### config.mk
export PLATFORM = sky130hd
export DESIGN_NAME = clk_div_ctrl_flat
export DESIGN_NICKNAME = d
export VERILOG_FILES = /design/src/rtl/clk_div_if.sv /design/src/rtl/clk_div_ctrl.sv /design/src/flat_wrapper.sv
export SDC_FILE = /design/constraint.sdc
export NUM_CORES = 1
export LEC_CHECK = 0
export ABC_AREA = 1
export BUFFER_PORTS_ARGS = -buffer_cell sky130_fd_sc_hd__buf_2
export CORE_MARGIN = 2
export CORE_UTILIZATION = 45
export CTS_CLUSTER_DIAMETER = 120
export DETAILED_ROUTE_END_ITERATION = 8
export GPL_ROUTABILITY_DRIVEN = 0
export PLACE_DENSITY = 0.63
export SETUP_SLACK_MARGIN = 0.02
export SLEW_MARGIN = 20
export SYNTH_ARGS = -nofsm -noshare
export SYNTH_HDL_FRONTEND = slang
export SYNTH_SLANG_ARGS = --single-unit
export TNS_END_PERCENT = 1
### constraint.sdc
create_clock -name clk -period 1.9 [get_ports clk]
set_input_delay 0.095 -clock clk [delete_from_list [all_inputs] [get_ports clk]]
set_output_delay 0.095 -clock clk [all_outputs]
set_load 0.02 [all_outputs]
### src/rtl/clk_div_if.sv
// clk_div_if: run request, ratio handshake and divided-clock outputs of clk_div_ctrl.
interface clk_div_if #(
    parameter int CNT_W = 8
);
    logic             en;
    logic             div_valid;
    logic [CNT_W-1:0] div_value;
    logic             div_ready;
    logic [CNT_W-1:0] div_active;
    logic             busy;
    logic             err;
    logic             clk_div;
    logic             tick;
    modport master (
        output en, div_valid, div_value,
        input  div_ready, div_active, busy, err, clk_div, tick
    );
    modport slave (
        input  en, div_valid, div_value,
        output div_ready, div_active, busy, err, clk_div, tick
    );
endinterface

### src/rtl/clk_div_ctrl.sv
// clk_div_ctrl: programmable clock divider; new ratios take effect only at a period boundary.
module clk_div_ctrl #(
    parameter int CNT_W   = 8,
    parameter int DEF_DIV = 3
) (
    input logic       clk,
    input logic       rst,
    clk_div_if.slave  bus
);
    typedef enum logic {OFF, RUN} state_t;
    state_t           state_q, state_d;
    logic [CNT_W-1:0] cnt_q, cnt_d;
    logic [CNT_W-1:0] div_q, div_d;
    logic [CNT_W-1:0] pval_q, pval_d;
    logic             pend_q, pend_d;
    logic             err_q, err_d;
    logic             wrap, accept, bad, apply;
    always_ff @(posedge clk) begin
        if (rst) begin
            state_q <= OFF;
            cnt_q   <= '0;
            div_q   <= CNT_W'(DEF_DIV);
            pval_q  <= '0;
            pend_q  <= 1'b0;
            err_q   <= 1'b0;
        end else begin
            state_q <= state_d;
            cnt_q   <= cnt_d;
            div_q   <= div_d;
            pval_q  <= pval_d;
            pend_q  <= pend_d;
            err_q   <= err_d;
        end
    end
    // Accept and apply are mutually exclusive: accept needs !pend_q, apply needs pend_q.
    always_comb begin
        wrap    = (state_q == RUN) && (cnt_q == div_q - CNT_W'(1));
        accept  = bus.div_valid && !pend_q;
        bad     = bus.div_value < CNT_W'(2);
        apply   = pend_q && ((state_q == OFF) || wrap);
        state_d = state_q;
        if (state_q == OFF && bus.en)
            state_d = RUN;
        else if (wrap && !bus.en)
            state_d = OFF;
        cnt_d  = (state_q == OFF || wrap) ? '0 : cnt_q + CNT_W'(1);
        div_d  = apply ? pval_q : div_q;
        pend_d = apply ? 1'b0 : (accept && !bad) ? 1'b1 : pend_q;
        pval_d = (accept && !bad) ? bus.div_value : pval_q;
        err_d  = accept && bad;
    end
    assign bus.clk_div    = (state_q == RUN) && (cnt_q < (div_q >> 1));
    assign bus.tick       = (state_q == RUN) && (cnt_q == '0);
    assign bus.div_ready  = !pend_q;
    assign bus.busy       = pend_q;
    assign bus.div_active = div_q;
    assign bus.err        = err_q;
endmodule

### src/flat_wrapper.sv
// flat-port wrapper written by rule: the top's interface ports become plain ports
module clk_div_ctrl_flat 
#(
    parameter int CNT_W   = 8,
    parameter int DEF_DIV = 3
)
  (clk, rst, bus_en, bus_div_valid, bus_div_value, bus_div_ready, bus_div_active, bus_busy, bus_err, bus_clk_div, bus_tick);
  clk_div_if #(.CNT_W(CNT_W)) bus_i ();
  input logic clk;
  input logic rst;
  input wire logic [$bits(bus_i.en)-1:0] bus_en;
  input wire logic [$bits(bus_i.div_valid)-1:0] bus_div_valid;
  input wire logic [$bits(bus_i.div_value)-1:0] bus_div_value;
  output wire logic [$bits(bus_i.div_ready)-1:0] bus_div_ready;
  output wire logic [$bits(bus_i.div_active)-1:0] bus_div_active;
  output wire logic [$bits(bus_i.busy)-1:0] bus_busy;
  output wire logic [$bits(bus_i.err)-1:0] bus_err;
  output wire logic [$bits(bus_i.clk_div)-1:0] bus_clk_div;
  output wire logic [$bits(bus_i.tick)-1:0] bus_tick;
  assign bus_i.en = bus_en;
  assign bus_i.div_valid = bus_div_valid;
  assign bus_i.div_value = bus_div_value;
  assign bus_div_ready = bus_i.div_ready;
  assign bus_div_active = bus_i.div_active;
  assign bus_busy = bus_i.busy;
  assign bus_err = bus_i.err;
  assign bus_clk_div = bus_i.clk_div;
  assign bus_tick = bus_i.tick;
  clk_div_ctrl #(.CNT_W(CNT_W), .DEF_DIV(DEF_DIV)) u_core (.clk(clk), .rst(rst), .bus(bus_i));
endmodule
==> impl_metrics.csv <==
group,metric,value,unit
pwr,ir_drop,0.327,mV
synth,synthCells,225,
timing,clock_skew,0.00437,ns
hold_path,hold_path_startpoint,"bus_div_value[1]",
drt,via_count,1465,
setup_path,path_class,"reg2out",
drt,first_iter_violations,86,
clock_tree,insertion_delay,0.32,ns
timing,final_max_slew_viol_count,0,
drt,routedWlPerCell,11.2,um
timing,whs,0.0292,ns
drt,first_pass_iters,4,
setup_path,crit_buf_inv,2,
cells_and_area,stdcell_area,1920,um2
timing,setup_slack,-0.0256,ns
hold_path,min_path_type,"in2reg",
clock_tree,numCtsBuffers,3,
setup_path,cp-start-kind,"flop",
grt,grt_usage,19.1,%
placement,dpl_cell_area,1730,um2
floorplanning,die_h,62.7,um
floorplanning,chipWidth,62.7,um
synth,synth_cell_type_count,28,
setup_path,reg2regPathDepth,15,
setup_path,worstSetupEndpointType,"output port",
setup_path,cp_slowest_stage_delay,0.39,ns
setup_path,slowest_stage,"dfxtp_4",
grt,grt_pass1_vias,1326,
placement,port_buffers,24,
grt,grt_max_degree,19,
floorplanning,start_util,46.8,%
placement,dp_hpwl,2500,um
timing,fmax,519,MHz
pwr,p_leak,0.864,nW
setup_path,cp_data_arrival_time,1.83,ns
floorplanning,rows,21,
grt,antenna_found_initial,0,
cells_and_area,area_growth,23.7,%
clock_tree,cts-root-buf,"clkbuf_4",
clock_tree,cts.reportedPaths.clkPinSlew,0.14,ns
synth,synth_nets,246,
clock_tree,cts-htree-levels,1,
run,max_cap_viol_count,0,
timing,max-slew-margin-rel,68.2,%
setup_path,crit_family,"compound AO/OA/AOI/OAI gates",
grt,grt.overflow.total,0,
cells_and_area,diodes,0,
pwr,p_per_area,711,nW/um2
clock_tree,clock-sinks,27,
drt,wirelength,3420,um
setup_path,rrSetupSlack,0.13,ns
hold_path,hold_depth,3,
grt,grt_first_pass_wirelength,6010,um
setup_path,path_cells,"inv_4, ha_4, a21boi_2, o211ai_1, nand2_1, a21oi_2, o21bai_1, a21oi_1, buf_4",
drt,ant_nets,0,
clock_tree,clockBufferDepth,2,
floorplanning,core,3310,um2
setup_path,cp_max_fo,2,
synth,syn_area,1550,um2
cells_and_area,final_common_cell,"nand2_1",
drt,vias_per_cell,4.79,
cells_and_area,final_cell_mix,"nand2_1 (49), inv_1 (27), nand3_1 (24), nor2_1 (23), buf_2 (23)",
floorplanning,io_pins,25,
cells_and_area,drive_gt1_share,25.8,%
setup_path,r2r-end,"u_core.bus.div_active[0]",
synth,seq_area_frac_synth,34.9,%
cells_and_area,fillers,363,
placement,dp_slack,0.0597,ns
setup_path,r2r_start,"u_core.bus.div_active[1]",
timing,tightest_slew,0.477,ns
synth,avgSynthCellArea,6.89,um2
drt,drc,0,
timing,rsz0062_at_grt,"yes",
cells_and_area,num-nets-final,282,
synth,yosysWarnings,0,
timing,period_share,101,%
timing,finalHoldViolations,0,
hold_path,hold_end,"u_core.pval_q[1]",
clock_tree,tritoncts,"built",
setup_path,worstPathRequired,1.80,ns
timing,setup_violations,1,
synth,ys_ff_latch,27,
run_status,violations,"setup timing",
run_status,status,"finished with violations",
timing,finalCriticalPeriod,1.93,ns
floorplanning,die-area,3930,um2
power by group:
| group | internal [mW] | switching [mW] |
|---|---|---|
| clock | 0.0823 | 0.167 |
| combinational | 0.178 | 0.272 |
| sequential | 0.613 | 0.0514 |
metrics by stage:
step | power [mW] | instances | TNS, ns | utilization [%]
final | 1.36 | 306 | -0.0256 | 57.9
after global routing | 1.47 | 306 | -0.581 | 57.9
after CTS | 1.35 | 304 | -0.112 | 55.7
after detailed placement | 1.06 | 295 | 0 | 52.4
after global placement | 1.06 | 295 | 0 | 52.4
after floorplan | 0.967 | 225 | 0 | -
registers in the layout, summed over array words and instances (netlist names):
signal	count
u_core.bus.busy	1
u_core.bus.err	1
u_core.bus.div_active	8
u_core.pval_q	8
u_core.state_q	1
u_core.cnt_q	8
cell families after synthesis:
family          share of synthesized area, %
fa+ha+maj                               7.26
simple gates                            33.4
flops                                   34.9
buf+inv                                 10.1
xor+xnor                                3.39
compound gates                          11.0
Yosys cell counts:
| library cell | n | area share [%] |
|---|---|---|
| inv_2 | 3 | 0.73 |
| nor2_2 | 5 | 2.0 |
| a21oi_2 | 3 | 1.7 |
| xnor2_1 | 2 | 1.1 |
| nor2_1 | 23 | 5.6 |
| clkbuf_1 | 2 | 0.48 |
| buf_2 | 2 | 0.65 |
| buf_4 | 1 | 0.48 |
| a21boi_0 | 1 | 0.48 |
| nor3_1 | 4 | 1.3 |
| buf_8 | 1 | 0.97 |
| o211ai_1 | 1 | 0.48 |
| inv_1 | 28 | 6.8 |
| nand2_2 | 3 | 1.2 |
| o21bai_1 | 1 | 0.48 |
| a21oi_1 | 14 | 4.5 |
| nand3_1 | 24 | 7.7 |
| o21ai_0 | 9 | 2.9 |
| nor4_1 | 1 | 0.40 |
| ha_1 | 9 | 7.3 |
| nand2_1 | 50 | 12 |
| dfxtp_1 | 27 | 35 |
| xor2_1 | 4 | 2.3 |
| a31oi_1 | 1 | 0.40 |
| nand3b_1 | 1 | 0.48 |
| nand2_4 | 1 | 0.73 |
| nand4_1 | 3 | 1.2 |
| nand3_2 | 1 | 0.65 |
worst reg2reg max path, delay by kind of cell (launching register included):
kind / cells / cell delay, ns
and+or+nand+nor: 12 / 0.92
DFF: 1 / 0.40
adders and majority gates: 1 / 0.26
buffers and inverters: 2 / 0.10
routing by layer:
metal  wire length, um  up-vias  track usage (%)
met5                 0        -                0
met4                38        0             8.61
met3               103        4             2.88
met2              1660       28             30.6
met1              1620      641             25.4
li1                  -      792                -
area by class of cell:
type	count	area, um2	share of cell area [%]
clock buffers	4	26.3	1.37
inverters	31	119	6.20
multi-input cells	162	937	48.9
flip-flops and latches	27	558	29.1
well taps	46	57.6	3.00
repair buffers	36	220	11.5
how the worst max path moves through the flow:
stage | startpoint | to | slack (ns) | depth (start not counted)
2_1_floorplan | u_core.bus.div_active[1] | u_core.bus.div_active[7] | 0.05 | 16
3_3_place_gp | u_core.bus.div_active[2] | bus_clk_div | 0.10 | 9
3_5_place_dp | u_core.bus.div_active[1] | u_core.bus.div_active[0] | 0.06 | 15
4_1_cts | u_core.bus.div_active[2] | bus_clk_div | -0.11 | 9
5_1_grt | u_core.bus.div_active[2] | bus_clk_div | -0.13 | 9
6_report | u_core.bus.div_active[2] | bus_clk_div | -0.03 | 9
what timing repair did:
item,4_1_cts,5_1_grt
setup endpoints to repair,1,19
setup buffers,2,1
gates cloned,0,1
hold buffers,3,0
endpoints found under the hold margin,3,0
pin swaps,6,6
resized for setup,14,9
Note: power is estimated with default switching activity, not from simulation.
